## src/rtl/chip_7458_tester.sv

```systemverilog
// Exhaustive 1024-vector sweep driver and response checker for a 7458 dual AND-OR chip.
// Optional first-failure capture is built only when CHIP7458_FAIL_CAPTURE_EN is defined.
module chip_7458_tester #(
    parameter int SETTLE_CYCLES = 2,
    parameter int ERR_CNT_W     = 11
) (
    input  logic                 clk,
    input  logic                 resetn,
    input  logic                 start,
    input  logic                 stop_on_fail,
    output logic                 p1a,
    output logic                 p1b,
    output logic                 p1c,
    output logic                 p1d,
    output logic                 p1e,
    output logic                 p1f,
    output logic                 p2a,
    output logic                 p2b,
    output logic                 p2c,
    output logic                 p2d,
    input  logic                 p1y,
    input  logic                 p2y,
    output logic                 busy,
    output logic                 done,
    output logic                 pass,
    output logic [ERR_CNT_W-1:0] err_count,
    output logic                 fail_valid,
    output logic [9:0]           fail_vec,
    output logic [1:0]           fail_y
);

    localparam int         CNT_W    = (SETTLE_CYCLES > 1) ? $clog2(SETTLE_CYCLES) : 1;
    localparam int         CNT_INIT = (SETTLE_CYCLES > 0) ? SETTLE_CYCLES - 1 : 0;
    localparam logic [9:0] LAST_VEC = 10'd1023;

    typedef enum logic [2:0] {
        IDLE,
        DRIVE,
        SETTLE,
        CHECK,
        DONE
    } state_t;

    state_t           state;
    state_t           state_nxt;
    logic [9:0]       vec;
    logic [9:0]       pins;
    logic [CNT_W-1:0] cnt;
    logic [1:0]       exp_y;
    logic [1:0]       obs_y;
    logic             mismatch;
    logic             launch;

    always_comb begin
        exp_y[1] = (vec[9] & vec[8] & vec[7]) | (vec[6] & vec[5] & vec[4]);
        exp_y[0] = (vec[3] & vec[2]) | (vec[1] & vec[0]);
    end

    assign obs_y    = {p1y, p2y};
    assign mismatch = (state == CHECK) && (obs_y != exp_y);
    assign launch   = ((state == IDLE) || (state == DONE)) && start;

    always_comb begin
        // NOTE: default assigned first so every path drives state_nxt and no latch is inferred.
        state_nxt = state;
        case (state)
            IDLE, DONE: if (start) state_nxt = DRIVE;
            DRIVE:      state_nxt = (SETTLE_CYCLES == 0) ? CHECK : SETTLE;
            SETTLE:     if (cnt == '0) state_nxt = CHECK;
            CHECK: begin
                if ((mismatch && stop_on_fail) || (vec == LAST_VEC)) state_nxt = DONE;
                else                                                  state_nxt = DRIVE;
            end
            default:    state_nxt = IDLE;
        endcase
    end

    always_ff @(posedge clk) begin
        // NOTE: non-blocking assignments so every register samples the pre-edge values.
        if (!resetn) state <= IDLE;
        else         state <= state_nxt;
    end

    always_ff @(posedge clk) begin
        if (!resetn) begin
            vec       <= '0;
            pins      <= '0;
            cnt       <= '0;
            err_count <= '0;
        end else if (launch) begin
            vec       <= '0;
            err_count <= '0;
        end else begin
            case (state)
                DRIVE: begin
                    pins <= vec;
                    cnt  <= CNT_W'(CNT_INIT);
                end
                SETTLE: cnt <= cnt - CNT_W'(1);
                CHECK: begin
                    if (mismatch && (err_count != '1)) err_count <= err_count + ERR_CNT_W'(1);
                    if (state_nxt == DRIVE)            vec       <= vec + 10'd1;
                end
                default: ;
            endcase
        end
    end

`ifdef CHIP7458_FAIL_CAPTURE_EN
    // Only the first mismatch of a sweep is kept; later ones leave the capture alone.
    always_ff @(posedge clk) begin
        if (!resetn || launch) begin
            fail_valid <= 1'b0;
            fail_vec   <= '0;
            fail_y     <= '0;
        end else if (mismatch && !fail_valid) begin
            fail_valid <= 1'b1;
            fail_vec   <= vec;
            fail_y     <= obs_y;
        end
    end
`else
    assign fail_valid = 1'b0;
    assign fail_vec   = '0;
    assign fail_y     = '0;
`endif

    assign {p1a, p1b, p1c, p1d, p1e, p1f, p2a, p2b, p2c, p2d} = pins;

    assign busy = (state == DRIVE) || (state == SETTLE) || (state == CHECK);
    assign done = (state == DONE);
    assign pass = done && (err_count == '0);

endmodule

```

## config.mk

```make
export PLATFORM = sky130hd
export DESIGN_NAME = chip_7458_tester
export DESIGN_NICKNAME = d
export VERILOG_FILES = /design/src/rtl/chip_7458_tester.sv
export SDC_FILE = /design/constraint.sdc
export NUM_CORES = 1
export LEC_CHECK = 0
export BUFFER_PORTS_ARGS = -buffer_cell sky130_fd_sc_hd__buf_4
export CELL_PAD_IN_SITES_DETAIL_PLACEMENT = 1
export CELL_PAD_IN_SITES_GLOBAL_PLACEMENT = 1
export CORE_MARGIN = 3
export CORE_UTILIZATION = 40
export DETAILED_ROUTE_END_ITERATION = 10
export GPL_ROUTABILITY_DRIVEN = 0
export PLACE_DENSITY_LB_ADDON = 0.1
export SLEW_MARGIN = 20
export SYNTH_ARGS = -nofsm -noshare
export SYNTH_HDL_FRONTEND = slang
export SYNTH_SLANG_ARGS = --single-unit
```

## constraint.sdc

```tcl
create_clock -name clk -period 2.2 [get_ports clk]
set_input_delay 0.22 -clock clk [delete_from_list [all_inputs] [get_ports clk]]
set_output_delay 0.22 -clock clk [all_outputs]
set_load 0.02 [all_outputs]
```

==> results.py, run 1 <==
metrics = {
    "power_and_ir_drop": {
        "power_uw": 1370,
        "p_per_area_mw_per_mm2": 575,
        "ir_drop_uv": 239,
        "p_leak_uw": 0.000959,
    },
    "floorplanning": {
        "die_h_um": 76.4,
        "die_x_um": 76.4,
        "start_util_pct": 43.4,
        "die-area_mm2": 0.00583,
        "boundaryPins": 43,
        "core.rowCount": 24,
        "core_mm2": 0.00456,
    },
    "logic_synthesis": {
        "ys_warn_count": 0,
        "syn_area_mm2": 0.00198,
        "ys_seq_area_share_pct": 35.4,
        "avgSynthCellArea_um2": 8.43,
        "syn_inst": 235,
        "yosysUniqueCellTypes": 44,
        "synth-seq-cells": 35,
    },
    "sta": {
        "fin_crit_sh_pct": 89.6,
        "finalClockSkew_ns": 0.00871,
        "fin_crit_ns": 1.97,
        "hold_viol": 0,
        "drv_slew": 0,
        "finalSetupViolations": 0,
        "whs_ns": 0.240,
        "tns_ns": 0,
        "fmax_mhz": 507,
        "worst_slack_ns": 0.228,
        "rsz0062_at_grt": "no",
    },
    "cts": {
        "cts_sinks": 35,
        "post_cts_buffers": 0,
        "clk_pin_slew_worst_paths_ns": 0.08,
        "insertion_delay_ns": 0.29,
        "hold_buffers": 0,
        "cts_tree": "yes",
        "cts_buffer_depth": 2,
        "cts_resized": 0,
        "htree_levels": 2,
        "root_buffer": "clkbuf_8",
        "cts_buffers": 5,
    },
    "status": {
        "status": "complete, no violations",
    },
    "routing": {
        "drc": 0,
        "ant_nets": 0,
        "drt-initial-drc-count": 66,
        "first_pass_iters": 4,
        "wl_per_cell_um": 14.5,
        "routed_wl_um": 4930,
        "viasPerCell": 5.34,
        "dr_total_vias": 1811,
    },
    "critical_path": {
        "required_ns": 2.42,
        "startpoint_type": "register",
        "crit_type": "register to register",
        "end_kind": "register",
        "worstPathArrival_ns": 2.20,
        "r2r_slack_ns": 0.23,
        "critPathMaxFanout": 10,
    },
    "global_route": {
        "grt_usage_pct": 17.9,
        "grt.met2_usage_pct": 27.7,
        "grt.busiest_layer": "met2",
        "antenna_found_initial": 0,
        "grt_pass1_vias": 1713,
        "use_met1_pct": 25.2,
        "grt_remaining_overflow": 0,
        "met3_usage_pct": 3.90,
        "grt_pass1_wl_um": 8710,
        "grt_max_degree": 20,
    },
    "flow_run": {
        "cap_violations": 0,
    },
    "finish": {
        "final_area_mm2": 0.00238,
        "fill_cells": 583,
        "syn_to_final_growth_pct": 20.3,
        "antenna_cells": 0,
        "num-nets-final": 282,
        "drive_above_1_share_pct": 21.9,
    },
    "place": {
        "dp_hpwl_um": 3700,
        "place_area_mm2": 0.00228,
        "portBuffers": 29,
        "post-place-ws_ns": 0.232,
    },
    "worst_hold_path": {
        "min_path_type": "primary input to register",
    },
}
-- area by class of cell --
| cell class | count | area (um2) | share of cell area (%) |
|---|---|---|---|
| clock buffer | 7 | 96.3 | 4.04 |
| clock inverter | 1 | 7.51 | 0.315 |
| inverter | 4 | 15.0 | 0.630 |
| multi-input combinational | 182 | 1140 | 48.0 |
| sequential | 35 | 701 | 29.4 |
| tap | 65 | 81.3 | 3.41 |
| timing repair buffer | 45 | 338 | 14.2 |
-- path summary, 6_finish.rpt --
| kind | end | cells after the start | startpoint |
|---|---|---|---|
| hold / removal | state[0] | 2 | resetn |
| setup / recovery | vec[5] | 6 | vec[1] |
| setup reg to reg | vec[5] | 6 | vec[1] |
| hold reg to reg | state[1] | 1 | state[2] |
-- routing by layer --
layer  routed length, um  part of all wire [%]  vias to the layer above
met1                2420                    49                      866
met3                 259                   5.3                        2
met4                  27                  0.55                        0
met5                   0                     0                        -
li1                    -                     -                      899
met2                2220                    45                       44
-- through the flow --
step	std cells	util [%]
2_1_floorplan	247	-
3_3_place_gp	331	49.9
3_5_place_dp	331	49.9
4_1_cts	339	52.2
5_1_grt	339	52.2
6_report	339	52.2
-- worst max-delay path, stage by stage (launching register included) --
cell and delay (ns):
dfxtp_1 0.35, ha_1 0.24, o31a_1 0.32, a211o_1 0.34, buf_4 0.18, a2111o_1 0.40
o21ai_1 0.07
-- sequential cells by signal, summed over array words and instances (netlist names) --
register	flops
err_count	11
pins	10
vec	10
state	3
cnt	1
-- cell families (layout without fill, tap and decap cells) --
kind of cell | Yosys count | in the layout | share of synthesized area (%)
simple gates | 102 | 102 | 28.0
mux | 18 | 18 | 9.16
fa+ha+maj | 3 | 3 | 1.90
xor+xnor | 1 | 1 | 0.442
buf+inv | 30 | 57 | 9.41
compound gates | 45 | 45 | 15.5
flops | 35 | 35 | 35.4
other cells | 1 | 13 | 0.189
-- synth_stat cells (all sizes together) --
| master | n | area [um2] |
|---|---|---|
| dfxtp | 35 | 701 |
| nand2 | 22 | 82.6 |
| buf | 21 | 153 |
| mux2i | 17 | 170 |
| nor2 | 15 | 56.3 |
| a21oi | 13 | 65.1 |
| nand3 | 13 | 65.1 |
| o21ai | 12 | 60.1 |
| nand4 | 10 | 62.6 |
| nor2b | 10 | 62.6 |
| nand2b | 7 | 43.8 |
| a2111o | 5 | 56.3 |
| and3 | 5 | 31.3 |
| and4 | 5 | 46.3 |
| clkbuf | 5 | 18.8 |
| and2 | 4 | 25.0 |
| inv | 4 | 15.0 |
| a211oi | 3 | 27.5 |
| ha | 3 | 37.5 |
| a21bo | 2 | 20.0 |
| a31oi | 2 | 12.5 |
| nand3b | 2 | 15.0 |
| nor3 | 2 | 10.0 |
| nor4 | 2 | 12.5 |
| o311ai | 2 | 17.5 |
| a211o | 1 | 8.76 |
| a21boi | 1 | 7.51 |
| and3b | 1 | 12.5 |
| conb | 1 | 3.75 |
| mux2 | 1 | 11.3 |
| nand4b | 1 | 8.76 |
| nor3b | 1 | 7.51 |
| o211ai | 1 | 7.51 |
| o21a | 1 | 7.51 |
| o31a | 1 | 8.76 |
| o31ai | 1 | 7.51 |
| or3 | 1 | 6.26 |
| or4 | 1 | 7.51 |
| xnor2 | 1 | 8.76 |
-- where the power goes --
part           switching [uW]  internal (uW)  total (uW)  leakage [uW]
Sequential               11.6            644         655      0.000283
Combinational             119           72.3         191      0.000626
Clock                     238            285         523     0.0000505
-- cell usage in the layout, fill, tap and decap left out, types with 3 or more instances in the layout --
cell      count
a2111o_1      5
a21oi_1      13
and2_1        4
and3_1        5
and4_1        4
buf_4        45
clkbuf_8      7
conb_1       13
dfxtp_1      35
ha_1          3
inv_1         4
mux2i_1      17
nand2_1      22
nand2b_1      7
nand3_1      13
nand4_1      10
nor2_1       15
nor2b_1      10
o21ai_0       5
o21ai_1       7
Note: power is estimated with default switching activity, not from simulation.
==> inputs of run 2 (changes only) <==
--- a/config.mk
+++ b/config.mk
@@ -8,12 +8,12 @@
 export BUFFER_PORTS_ARGS = -buffer_cell sky130_fd_sc_hd__buf_4
 export CELL_PAD_IN_SITES_DETAIL_PLACEMENT = 1
 export CELL_PAD_IN_SITES_GLOBAL_PLACEMENT = 1
+export CORE_ASPECT_RATIO = 1.4
 export CORE_MARGIN = 3
 export CORE_UTILIZATION = 40
 export DETAILED_ROUTE_END_ITERATION = 10
 export GPL_ROUTABILITY_DRIVEN = 0
 export PLACE_DENSITY_LB_ADDON = 0.1
-export SLEW_MARGIN = 20
 export SYNTH_ARGS = -nofsm -noshare
 export SYNTH_HDL_FRONTEND = slang
 export SYNTH_SLANG_ARGS = --single-unit
==> run 2 against run 1 <==
Effect of this change:
- die area is 0.21% higher
- critical endpoint is now vec[0]
- clock power fell by 3%
- highest routed layer unchanged
- hold slack better by 0.019 ns
- largest cell class unchanged
- clock skew down 0.0039 ns
- routed wire length grew 0.97%
- sequential share of layout area grew 0.41 points
- total power is 0.88% lower
- global-route usage grew 1.3 points
==> results.py, run 2 (synthesized netlist as in run 1, its figures left out) <==
metrics = {
    "finish": {
        "mostFrequentLayoutCell": "buf_4",
        "top_regs": "err_count x11, pins x10, vec x10",
        "drive_above_1_share_pct": 20.1,
        "largest_register_ffs": 11,
        "largest-register": "err_count",
        "syn_to_final_growth_pct": 18.6,
        "final_cell_mix": "39 x buf_4, 35 x dfxtp_1, 22 x nand2_1, 17 x mux2i_1, 15 x nor2_1",
        "num-nets-final": 277,
        "final_core_util_pct": 50.6,
        "antenna_cells": 0,
    },
    "power_and_ir_drop": {
        "power.share.clock_pct": 37.5,
        "power_uw": 1360,
        "p_per_area_mw_per_mm2": 578,
        "p_int_uw": 1000,
        "comb_power_share_pct": 14.1,
        "switchingPower_uw": 356,
        "p_sw_share_pct": 26.2,
        "ir_drop_uv": 365,
        "seq_power_share_pct": 48.3,
        "p_leak_uw": 0.000936,
    },
    "sta": {
        "fin_crit_sh_pct": 93.8,
        "rsz0062_at_grt": "no",
        "drv_slew": 0,
        "fmax_mhz": 485,
        "maxSlewHeadroom_pct": 66.2,
        "finalClockSkew_ns": 0.00479,
        "whs_ns": 0.260,
        "finalSetupViolations": 0,
        "fin_crit_ns": 2.06,
        "hold_viol": 0,
        "worst_slew_pin_slew_ns": 0.506,
        "tns_ns": 0,
    },
    "cts": {
        "cts_sinks": 35,
        "clk_pin_slew_worst_paths_ns": 0.07,
        "post_cts_buffers": 0,
        "root_buffer": "clkbuf_8",
        "cts_resized": 0,
        "htree_levels": 2,
        "cts_buffer_depth": 2,
        "cts_buffers": 5,
        "hold_buffers": 0,
        "insertion_delay_ns": 0.28,
        "cts_tree": "yes",
    },
    "routing": {
        "drc": 0,
        "wl_per_cell_um": 15.0,
        "first_pass_iters": 4,
        "viasPerCell": 5.36,
        "routed_wl_um": 4980,
        "drt-initial-drc-count": 80,
        "ant_nets": 0,
        "dr_total_vias": 1775,
    },
    "floorplanning": {
        "die_h_um": 89.3,
        "core.rowCount": 29,
        "die-area_mm2": 0.00584,
        "boundaryPins": 43,
        "start_util_pct": 42.6,
        "die_x_um": 65.5,
        "core_mm2": 0.00464,
    },
    "critical_path": {
        "crit_type": "register to register",
        "startpoint_type": "register",
        "critPathMaxFanout": 26,
        "worstPathArrival_ns": 2.28,
        "end_kind": "register",
        "required_ns": 2.41,
    },
    "flow_run": {
        "cap_violations": 0,
    },
    "global_route": {
        "antenna_found_initial": 0,
        "grt_pass1_vias": 1843,
        "grt_usage_pct": 19.1,
        "grt_remaining_overflow": 0,
        "grt_max_degree": 27,
        "grt_pass1_wl_um": 8840,
    },
    "place": {
        "dp_hpwl_um": 3800,
        "portBuffers": 29,
    },
    "status": {
        "status": "complete, no violations",
    },
    "worst_hold_path": {
        "min_path_type": "primary input to register",
    },
}
run 2: metal layers:
layer / up-vias / wire length [um] / track usage [%]
met5: - / 0 / 0
met4: 0 / 86 / 6.42
met3: 7 / 174 / 3.52
met2: 34 / 2650 / 35.6
met1: 851 / 2070 / 21.8
li1: 883 / - / -
run 2: power groups by stage:
stage	clock, uW	sequential, uW	combinational [uW]
detailed placement	0	671	194
global route	556	658	213
global placement	0	670	189
floorplan	0	664	161
CTS	527	656	194
finish	509	656	192
run 2: path summary, 6_finish.rpt:
| path | end | slack, ns | start | cells after the start |
|---|---|---|---|---|
| setup / recovery | vec[0] | 0.14 | vec[0] | 6 |
| hold / removal | state[0] | 0.26 | resetn | 2 |
| setup reg to reg | vec[0] | 0.14 | vec[0] | 6 |
| hold reg to reg | pins[9] | 0.52 | pins[9] | 2 |
run 2: critical path, stage by stage, from the launching register on:
cell and delay (ns):
dfxtp_1 0.37, ha_1 0.26, o31a_1 0.33, a211o_1 0.33, buf_12 0.17, a21oi_1 0.31
mux2i_1 0.22
run 2: through the flow:
step | worst slack [ns] | instance area [um2] | cells
3_5_place_dp | 0.153 | 2250 | 323
6_report | 0.137 | 2350 | 331
4_1_cts | 0.128 | 2350 | 331
3_3_place_gp | 0.207 | 2250 | 323
2_1_floorplan | 0.271 | 2030 | 247
5_1_grt | 0.0269 | 2350 | 331
run 2: cell type report:
class / count / area, um2
clock buffers: 8 / 100
fillers: 599 / 2290
inverters: 4 / 15.0
multi-input cells: 182 / 1140
flip-flops and latches: 35 / 701
well taps: 62 / 77.6
repair buffers: 40 / 313
==> inputs of run 3 (changes only) <==
--- a/config.mk
+++ b/config.mk
@@ -14,6 +14,7 @@
 export DETAILED_ROUTE_END_ITERATION = 10
 export GPL_ROUTABILITY_DRIVEN = 0
 export PLACE_DENSITY_LB_ADDON = 0.1
+export SETUP_SLACK_MARGIN = 0.15
 export SYNTH_ARGS = -nofsm -noshare
 export SYNTH_HDL_FRONTEND = slang
 export SYNTH_SLANG_ARGS = --single-unit
==> run 3 against run 2 <==
Effect of this change:
- die area did not move
- routed wire length barely moved
- register-to-register slack improved by 0.11 ns
- critical path depth did not move
- clock skew barely moved
- non-clock buffer count did not move
- critical path type unchanged
- largest power group unchanged
- flip-flop and latch count did not move
- combinational power barely moved
- clock-buffer cell count did not move
- total power barely moved
- global-route usage barely moved
- via count rose by 0.39%
==> results.py, run 3 (synthesized netlist as in run 1, its figures left out) <==
metrics = {
    "cts": {
        "insertion_delay_ns": 0.28,
        "cts_tree": "yes",
        "cts_buffer_depth": 2,
        "post_cts_buffers": 0,
        "clk_pin_slew_worst_paths_ns": 0.07,
        "cts_sinks": 35,
        "htree_levels": 2,
        "hold_buffers": 0,
        "cts_buffers": 5,
        "root_buffer": "clkbuf_8",
    },
    "finish": {
        "mostFrequentLayoutCell": "buf_4",
        "antenna_cells": 0,
        "num-nets-final": 277,
        "drive_above_1_share_pct": 21.6,
        "largest_register_ffs": 11,
        "fin_cells": 331,
        "final_cell_mix": "39 x buf_4, 34 x dfxtp_1, 22 x nand2_1, 17 x mux2i_1, 15 x nor2_1",
        "fill_cells": 597,
        "top_regs": "err_count x11, pins x10, vec x10",
        "largest-register": "err_count",
        "syn_to_final_growth_pct": 19.3,
    },
    "global_route": {
        "grt_pass1_wl_um": 8850,
        "grt_max_degree": 27,
        "grt_usage_pct": 19.2,
        "grt_remaining_overflow": 0,
        "antenna_found_initial": 0,
        "grt_pass1_vias": 1841,
    },
    "floorplanning": {
        "boundaryPins": 43,
        "core_mm2": 0.00464,
        "die_x_um": 65.5,
        "core.rowCount": 29,
        "die_h_um": 89.3,
        "die-area_mm2": 0.00584,
        "start_util_pct": 42.6,
    },
    "sta": {
        "finalSetupViolations": 0,
        "hold_viol": 0,
        "fin_crit_ns": 1.95,
        "rsz0062_at_grt": "no",
        "maxSlewHeadroom_pct": 65.8,
        "tns_ns": 0,
        "fin_crit_sh_pct": 88.8,
        "finalClockSkew_ns": 0.00479,
        "worst_slew_pin_slew_ns": 0.512,
        "fmax_mhz": 512,
        "drv_slew": 0,
    },
    "critical_path": {
        "worstPathArrival_ns": 2.16,
        "end_kind": "register",
        "crit_type": "register to register",
        "critPathMaxFanout": 26,
        "required_ns": 2.41,
        "startpoint_type": "register",
    },
    "place": {
        "portBuffers": 29,
        "dp_cells": 323,
        "dp_hpwl_um": 3800,
    },
    "flow_run": {
        "cap_violations": 0,
    },
    "routing": {
        "ant_nets": 0,
        "routed_wl_um": 4980,
        "wl_per_cell_um": 15.0,
        "drc": 0,
        "viasPerCell": 5.38,
        "first_pass_iters": 4,
        "drt-initial-drc-count": 77,
        "dr_total_vias": 1782,
    },
    "power_and_ir_drop": {
        "p_leak_uw": 0.000933,
        "ir_drop_uv": 364,
        "p_per_area_mw_per_mm2": 575,
    },
    "worst_hold_path": {
        "min_path_type": "primary input to register",
    },
    "status": {
        "status": "complete, no violations",
    },
}
## run 3: changes by cell type in the layout (fill, tap and decap cells not counted)
cell,delta
dfxtp_2,+1
ha_1,-1
a21oi_1,-1
dfxtp_1,-1
ha_2,+1
a21oi_2,+1
a211oi_2,+1
a211oi_1,-1
## run 3: final cells by class
type                            count  area, um2  share of cell area [%]
Timing Repair Buffer               40        313                    13.2
Tap cell                           62       77.6                    3.28
Inverter                            4       15.0                   0.636
Clock buffer                        8        100                    4.24
Sequential cell                    35        702                    29.7
Multi-Input combinational cell    182       1150                    48.9
## run 3: timing repair
item	4_1_cts	5_1_grt
resized for setup	1	3
endpoints found under the setup margin	2	12
pin swaps	0	0
## run 3: worst max-delay path, cell delays in order, from the launching register on
cell and delay, ns:
dfxtp_2 0.35, ha_2 0.21, o31a_1 0.32, a211o_1 0.33, buf_12 0.17, a2111o_1 0.41, o21ai_1 0.09
## run 3: per-stage QoR
stage          util, %  hold slack [ns]  setup slack (ns)  total power [uW]  cell area, um2
5_1_grt           50.9            0.260             0.151              1430            2360
6_report          50.9            0.260             0.247              1360            2360
2_1_floorplan        -            0.348             0.271               824            2030
3_5_place_dp      48.4            0.508             0.153               865            2250
3_3_place_gp      48.4            0.495             0.207               860            2250
4_1_cts           50.7            0.256             0.155              1380            2350
## run 3: routing by layer
metal | vias up | global-route usage (%) | routed length [um]
met1 | 859 | 22.0 | 2070
li1 | 882 | - | -
met2 | 34 | 35.5 | 2670
met3 | 7 | 3.52 | 163
met4 | 0 | 6.42 | 86
met5 | - | 0 | 0
## run 3: power breakdown
| group | internal [uW] | switching (uW) |
|---|---|---|
| Combinational | 71.8 | 121 |
| Sequential | 644 | 12.3 |
| Clock | 286 | 223 |
| Total | 1000 | 357 |
## run 3: path summary, 6_finish.rpt
check	start	to	slack, ns	cells after the start
max	vec[0]	vec[2]	0.25	6
min	resetn	state[0]	0.26	2
max reg2reg	vec[0]	vec[2]	0.25	6
min reg2reg	vec[0]	vec[0]	0.51	2
